===== config.mk =====
export PLATFORM = sky130hd
export DESIGN_NAME = gpio_apb_slave
export DESIGN_NICKNAME = d
export VERILOG_FILES = /design/src/rtl/gpio_apb_slave.sv
export SDC_FILE = /design/constraint.sdc
export NUM_CORES = 1
export LEC_CHECK = 0
export BUFFER_PORTS_ARGS = -buffer_cell sky130_fd_sc_hd__buf_4
export CAP_MARGIN = 10
export CELL_PAD_IN_SITES_DETAIL_PLACEMENT = 0
export CELL_PAD_IN_SITES_GLOBAL_PLACEMENT = 2
export CORE_MARGIN = 2
export CORE_UTILIZATION = 12
export DETAILED_ROUTE_END_ITERATION = 10
export GPL_TIMING_DRIVEN = 1
export PLACE_DENSITY_LB_ADDON = 0.1
export SLEW_MARGIN = 40
export SYNTH_ARGS = -nofsm -noshare
export SYNTH_HDL_FRONTEND = slang
export SYNTH_SLANG_ARGS = --single-unit
export TNS_END_PERCENT = 100

===== constraint.sdc =====
create_clock -name clk -period 2.6 [get_ports clk]
set_clock_uncertainty 0.2 [all_clocks]
set_input_delay 0.52 -clock clk [delete_from_list [all_inputs] [get_ports clk]]
set_output_delay 0.52 -clock clk [all_outputs]
set_load 0.05 [all_outputs]

===== src/rtl/gpio_apb_slave.sv =====
// gpio_apb_slave: APB completer that decodes a small word-register window and forwards accesses as single-cycle strobes.
//
// Optional macro GPIO_APB_PROT_CHECK_EN: when defined, writes with pprot_i[0]=0 are rejected with an error response.
//
// Ports:
//   clk, rst                    clock, synchronous active-high reset
//   psel_i, penable_i, pwrite_i APB control
//   paddr_i, pwdata_i, pstrb_i  APB byte address, write data, byte strobes
//   pprot_i                     APB protection (used only with GPIO_APB_PROT_CHECK_EN)
//   prdata_o, pready_o          read data, transfer complete
//   pslverr_o                   error response
//   reg_addr_o                  decoded word index
//   reg_wdata_o, reg_wstrb_o    write data and strobes forwarded to the register block
//   reg_wen_o, reg_ren_o        single-cycle register write/read strobes
//   reg_rdata_i                 register read data, valid RD_LAT cycles after reg_ren_o
//   err_cnt_o                   saturating count of error responses
module gpio_apb_slave #(
    parameter int AW     = 32,
    parameter int DW     = 32,
    parameter int NREG   = 16,
    parameter int RD_LAT = 1
) (
    input  logic                    clk,
    input  logic                    rst,
    input  logic                    psel_i,
    input  logic                    penable_i,
    input  logic                    pwrite_i,
    input  logic [AW-1:0]           paddr_i,
    input  logic [DW-1:0]           pwdata_i,
    input  logic [3:0]              pstrb_i,
    input  logic [2:0]              pprot_i,
    output logic [DW-1:0]           prdata_o,
    output logic                    pready_o,
    output logic                    pslverr_o,
    output logic [$clog2(NREG)-1:0] reg_addr_o,
    output logic [DW-1:0]           reg_wdata_o,
    output logic [3:0]              reg_wstrb_o,
    output logic                    reg_wen_o,
    output logic                    reg_ren_o,
    input  logic [DW-1:0]           reg_rdata_i,
    output logic [7:0]              err_cnt_o
);
    localparam int ABITS = $clog2(NREG);
    localparam logic [0:0] IDLE    = 1'b0;
    localparam logic [0:0] RD_WAIT = 1'b1;
    localparam logic [2:0] LOAD    = 3'(RD_LAT > 0 ? RD_LAT - 1 : 0);

    logic [0:0] state, state_nxt;
    logic [2:0] cnt, cnt_nxt;
    logic       first, bad, prot_err;
    logic       ready, slverr, wen, ren, rd_done;

`ifdef GPIO_APB_PROT_CHECK_EN
    assign prot_err = pwrite_i & ~pprot_i[0];
    logic unused_prot;
    assign unused_prot = ^pprot_i[2:1];
`else
    assign prot_err = 1'b0;
    logic unused_prot;
    assign unused_prot = ^pprot_i;
`endif

    assign first = (state == IDLE) & psel_i & penable_i;
    // NREG is a power of two, so any set bit above the index field is out of range
    assign bad   = (paddr_i[1:0] != 2'b00) | (|paddr_i[AW-1:ABITS+2]) | prot_err;

    always_comb begin
        state_nxt = state;
        cnt_nxt   = cnt;
        ready     = 1'b0;
        slverr    = 1'b0;
        wen       = 1'b0;
        ren       = 1'b0;
        rd_done   = 1'b0;
        if (state == IDLE) begin
            if (first) begin
                if (bad) begin
                    ready  = 1'b1;
                    slverr = 1'b1;
                end else if (pwrite_i) begin
                    ready = 1'b1;
                    wen   = |pstrb_i;
                end else begin
                    ren = 1'b1;
                    if (RD_LAT == 0) begin
                        ready   = 1'b1;
                        rd_done = 1'b1;
                    end else begin
                        state_nxt = RD_WAIT;
                        cnt_nxt   = LOAD;
                    end
                end
            end
        end else if (!psel_i) begin
            state_nxt = IDLE;
            cnt_nxt   = 3'd0;
        end else if (cnt != 3'd0) begin
            cnt_nxt = cnt - 3'd1;
        end else begin
            ready     = 1'b1;
            rd_done   = 1'b1;
            state_nxt = IDLE;
        end
    end

    // Outputs are combinational, so gate them with rst to keep them quiet during reset
    assign pready_o    = ready & ~rst;
    assign pslverr_o   = slverr & ~rst;
    assign reg_wen_o   = wen & ~rst;
    assign reg_ren_o   = ren & ~rst;
    assign prdata_o    = (rd_done & ~pwrite_i & ~rst) ? reg_rdata_i : '0;
    assign reg_addr_o  = paddr_i[ABITS+1:2];
    assign reg_wdata_o = pwdata_i;
    assign reg_wstrb_o = pstrb_i;

    always_ff @(posedge clk) begin
        if (rst) begin
            state     <= IDLE;
            cnt       <= 3'd0;
            err_cnt_o <= 8'd0;
        end else begin
            state <= state_nxt;
            cnt   <= cnt_nxt;
            if (pslverr_o && err_cnt_o != 8'hFF)
                err_cnt_o <= err_cnt_o + 8'd1;
        end
    end
endmodule


### After elaboration in Yosys (flattened, before gate mapping)

Cells that the tools add are included.

| storage, ports and cells | value |
|---|---|
| register bits after elaboration | 12 |
| output and inout port bits | 84 |
| memories | 0 |
| input bits | 108 |
| memory bits (read-only) | 0 |
| memory bits (writable) | 0 |
| latch bits | 0 |

| cells by class | value |
|---|---|
| bitwise operators | 12 |
| $lt $le $gt $ge | 0 |
| shifts and indexed selects | 0 |
| add/sub/neg operators | 2 |
| mux-type cells | 28 |
| div/mod/pow operators | 0 |
| equality and inequality tests | 4 |
| reduce and logical (&&, ||, !) cells | 7 |
| multipliers | 0 |

Operator list:

| operator | count |
|---|---|
| $mux 32 | 1 |
| $reduce_or 26->1 | 1 |
| $mux 1 | 21 |
| $mux 3 | 6 |
| $add 8x1->8 const B | 1 |
| $and 1x1->1 | 8 |
| $ne 8x8->1 const B | 1 |
| $reduce_and 4->1 | 1 |
| $reduce_bool 2->1 | 2 |
| $reduce_or 4->1 | 1 |
| $ne 3x2->1 const B | 1 |
| $not 1->1 | 3 |
| $reduce_bool 3->1 | 1 |
| $sub 3x1->3 const B | 1 |
| $ne 2x1->1 const B | 1 |
| $ne 2x2->1 const B | 1 |
| $logic_and 1x1->1 | 1 |
| $or 1x1->1 | 1 |

### Logic depth before layout (Yosys ltp)

| logic depth | value |
|---|---|
| word-level depth | 7 |
| depth in mapped cells | 7 |
| gate-level depth less buffers | 6 |

### Worst setup path before layout

OpenSTA, ideal clock, no wires.

| path | value |
|---|---|
| path type | register to output |
| from | register cnt[0] |
| to | output pready_o |
| arrival time | 2088 ps |
| required time | 1880 ps |
| path slack | -208 ps |
| cell stages (with the launch flop) | 6 |
| path through | dfxtp_1 > inv_1 > ha_1 > ha_1 > nand3_1 > a221oi_1 |

| on the way | value |
|---|---|
| word-level cells in the longest chain between the ends | 5 |

RTL lines:

| element | line | source |
|---|---|---|
| start, declared | 49 | `logic [2:0] cnt, cnt_nxt;` |
| start signal, assigned | 123 | `cnt <= cnt_nxt;` |
| $reduce_bool 3->1 | 97 | `end else if (cnt != 3'd0) begin` |
| $mux 1 | 97 |  |
| $mux 1 | 94 | `end else if (!psel_i) begin` |
| $mux 1 | 75 | `if (state == IDLE) begin` |
| $and 1x1->1 | 107 | `assign pready_o = ready & ~rst;` |
| end, declared | 33 | `output logic pready_o,` |

Every way passes these cells.

### Worst setup path in the final report

| path | value |
|---|---|
| from | register cnt[1] |
| to | output prdata_o[17] |

| on the way | value |
|---|---|
| word-level cells in the longest chain between the ends | 7 |

RTL lines:

| element | line | source |
|---|---|---|
| $reduce_bool 3->1 | 97 |  |
| $mux 1 | 97 |  |
| $mux 1 | 94 |  |
| $mux 1 | 75 |  |
| $and 1x1->1 (2 in a row) | 111 | `assign prdata_o = (rd_done & ~pwrite_i & ~rst) ? reg_rdata_i : '0;` |
| $mux 32 | 111 |  |
| end, declared | 32 | `output logic [DW-1:0] prdata_o,` |

Every way passes these cells.

==> reports/metrics.csv <==
stage;metric;value;unit
detailed_routing;DR DRC count;0;
logic_synthesis;Yosys cell types;32;
timing;Slew headroom;0.654;
detailed_routing;met1 WL;1.89;mm
status;outcome;finished, final reports clean;
timing;max frequency;395;MHz
clock_network;Clock Latency Late Sink;0.24;ns
global_route;Total GRT Usage;0.0824;
clock_network;CTS tree;done;
layout;final net count;360;
placement;pre-CTS setup slack;-0.0440;ns
min_path;Hold Crit Class;reg -> reg;
detailed_routing;drt pass-1 iters;4;
timing;worst hold slack;0.258;ns
clock_network;Clock Tree Root;clkbuf_8;
global_route;largest net degree at the start of global routing;33;
detailed_routing;final WL;5.17;mm
setup_path;CP Capture Type;output pin;
floorplanning;Die H;105;um
timing;post-route setup slack;0.0654;ns
detailed_routing;top sig layer;met4;
floorplanning;core footprint;9860;sq um
layout;Area Growth Syn to Fin;91.0;%
setup_path;critical path class;reg -> out;
global_route;global route total overflow;0;
timing;post-layout min period;2.53;ns
timing;RSZ-0062 raised after global routing;true;
setup_path;Critical Path RT;1.88;ns
layout;# diodes;0;
setup_path;crit-path max cell delay;0.32;ns
detailed_routing;Iter 0 DRT Violations;60;
logic_synthesis;FFs w/ async S/R, synth;0;
logic_synthesis;largest area contributor in the netlist;buf_4;
power;Tot Pwr;528;uW
logic_synthesis;register area share after synthesis;0.196;
detailed_routing;Via Count;1384;
logic_synthesis;Yosys top cell area share;0.245;
floorplanning;FP Rows;36;
setup_path;Crit-path slowest cell;dfxtp_1;
logic_synthesis;Post-Synthesis Cell Area;1230;sq um
clock_network;CTS Sinks;12;
logic_synthesis;Yosys Warn Count;0;
detailed_routing;via/cell ratio;3.63;
floorplanning;die area;11000;sq um
clock_network;CTS H-tree lvls;1;
timing;fin. max-slew vios;0;
timing;Worst-Margin Slew;0.517;ns
clock_network;Max Buffers Root-to-Sink;2;
placement;GP Congestion;0.694;
global_route;initial antenna violation count;0;
floorplanning;Ports;192;
setup_path;CP startpoint kind;flop;
clock_network;hold buffers post-CTS;0;
timing;final setup violation count;0;
placement;Placement Cell Area;2010;sq um
logic_synthesis;top cells by area, synth;buf_4 (24%), dfxtp_1 (20%), and2_1 (16%);
floorplanning;Initial Util;0.124;
clock_network;Worst-path clk slew;0.06;ns
global_route;vias in the first global route;1401;
detailed_routing;DRT antenna net count;0;
layout;# fillers;1088;
placement;I/O Buffers;116;
power;power per standard cell area;226;nW/um^2
placement;Post-DP HPWL;4.03;mm
setup_path;CP Cell Sequence;inv_2, ha_4, ha_4, nand3_4, nor3_4, buf_6, clkbuf_16, and2_1, buf_6;
detailed_routing;met3 WL;476;um
timing;Final Hold Fails;0;
logic_synthesis;Synth Flop Type;dfxtp_1;
layout;share of layout cells above drive strength 1;0.645;
clock_network;TritonCTS Buffers;3;
detailed_routing;met2 routed WL;2.70;mm
logic_synthesis;Yosys reg bits;12;
logic_synthesis;Mean Syn Cell Area;7.62;sq um
global_route;global-route wire length before repair;7.18;mm
setup_path;crit-path max FO;8;
layout;Core Util, Final;0.237;
logic_synthesis;EDFF count, synth;0;
power;LEAKAGE;1.08;nW
run;max cap viols;0;
logic_synthesis;Gate Count Post-Synth;161;
logic_synthesis;Synth Net Count;272;
setup_path;Arr. time, crit path;1.81;ns
timing;Final period util;0.975;
power;peak supply drop;0.118;mV
detailed_routing;drt wl/cell;13.6;um
layout;Final Instance Area;2340;sq um
floorplanning;Die X;105;um
==> worst max-delay path: cells and delay by family, from the launching register on <==
kind	cells	cell delay [ns]
flip-flops	1	0.32
AND/OR/NAND/NOR	3	0.43
adder cells (fa/ha/maj)	2	0.29
buffers and inverters	4	0.54
==> where the power goes <==
group	leakage (nW)	switching, mW	internal, mW
registers	0.0973	0.00133	0.185
clock network	0.0288	0.0747	0.134
logic	0.951	0.0544	0.0789
total	1.08	0.130	0.398
==> layout by cell type (no fill, tap or decap), types with 3 or more instances in the layout <==
master / count
nor3_1: 4
nor4_1: 6
and2_1: 22
nand2_1: 4
buf_6: 29
inv_1: 4
and2_4: 10
dfxtp_1: 11
nand3_1: 7
buf_4: 96
nor2_1: 4
a21oi_1: 5
a21o_1: 3
or3_1: 3
clkbuf_8: 4
o21ai_0: 4
==> state kept, by name, indices dropped and copies added (netlist names) <==
register   count
err_cnt_o      8
state          1
cnt            3
==> cells in the mapped netlist, drive strengths merged, types with 2 or more instances <==
cell     n
nand2    4
nor4     8
inv      6
buf     41
o21ai    4
nor3     5
mux2i    2
or3      4
dfxtp   12
nand3    8
a21o     3
clkbuf   4
ha       3
a21oi    5
nor2     7
and2    32
==> through the flow <==
| stage | setup TNS [ns] | cells |
|---|---|---|
| floorplan | -0.0000864 | 161 |
| global placement | -0.301 | 371 |
| detailed placement | -0.0542 | 371 |
| CTS | 0 | 375 |
| global route | -0.302 | 381 |
| finish | 0 | 381 |
==> worst paths after layout <==
path          start      endpoint  slack (ns)  cells after the start
min          cnt[2]        cnt[2]        0.26                      1
min reg2reg  cnt[2]        cnt[2]        0.26                      1
max reg2reg   state  err_cnt_o[3]        0.77                      6
max          cnt[1]  prdata_o[17]        0.07                      9
==> metal layers <==
layer / vias to the layer above / GRT usage
met5: - / 0
met4: 0 / 0.0286
met3: 16 / 0.0299
met2: 83 / 0.151
met1: 598 / 0.0864
li1: 687 / -
==> timing repair <==
| item | CTS | global route |
|---|---|---|
| gates cloned | 0 | 3 |
| resized for setup | 1 | 51 |
| endpoints found under the setup margin | 3 | 35 |
| pin swaps | 0 | 6 |
| setup buffers | 0 | 3 |
| endpoints found under the hold margin | 0 | 0 |
==> kinds of logic (layout without fill, tap and decap cells) <==
group           count (synthesis)  count (layout)  share of synthesized area
buf+inv                        51             138                      0.285
mux                             2               2                     0.0163
compound gates                 18              18                      0.101
fa+ha+maj                       3               3                     0.0306
xor+xnor                        1               1                    0.00714
simple gates                   74              74                      0.364
flops                          12              12                      0.196
==> layout make-up <==
type | count | area [sq um] | share of cell area
Clock buffer | 4 | 55.1 | 0.0235
Inverter | 6 | 22.5 | 0.00962
Multi-Input combinational cell | 98 | 739 | 0.316
Sequential cell | 12 | 241 | 0.103
Tap cell | 133 | 166 | 0.0710
Timing Repair Buffer | 128 | 1120 | 0.477
No activity file was read; power rests on OpenSTA's default activity.
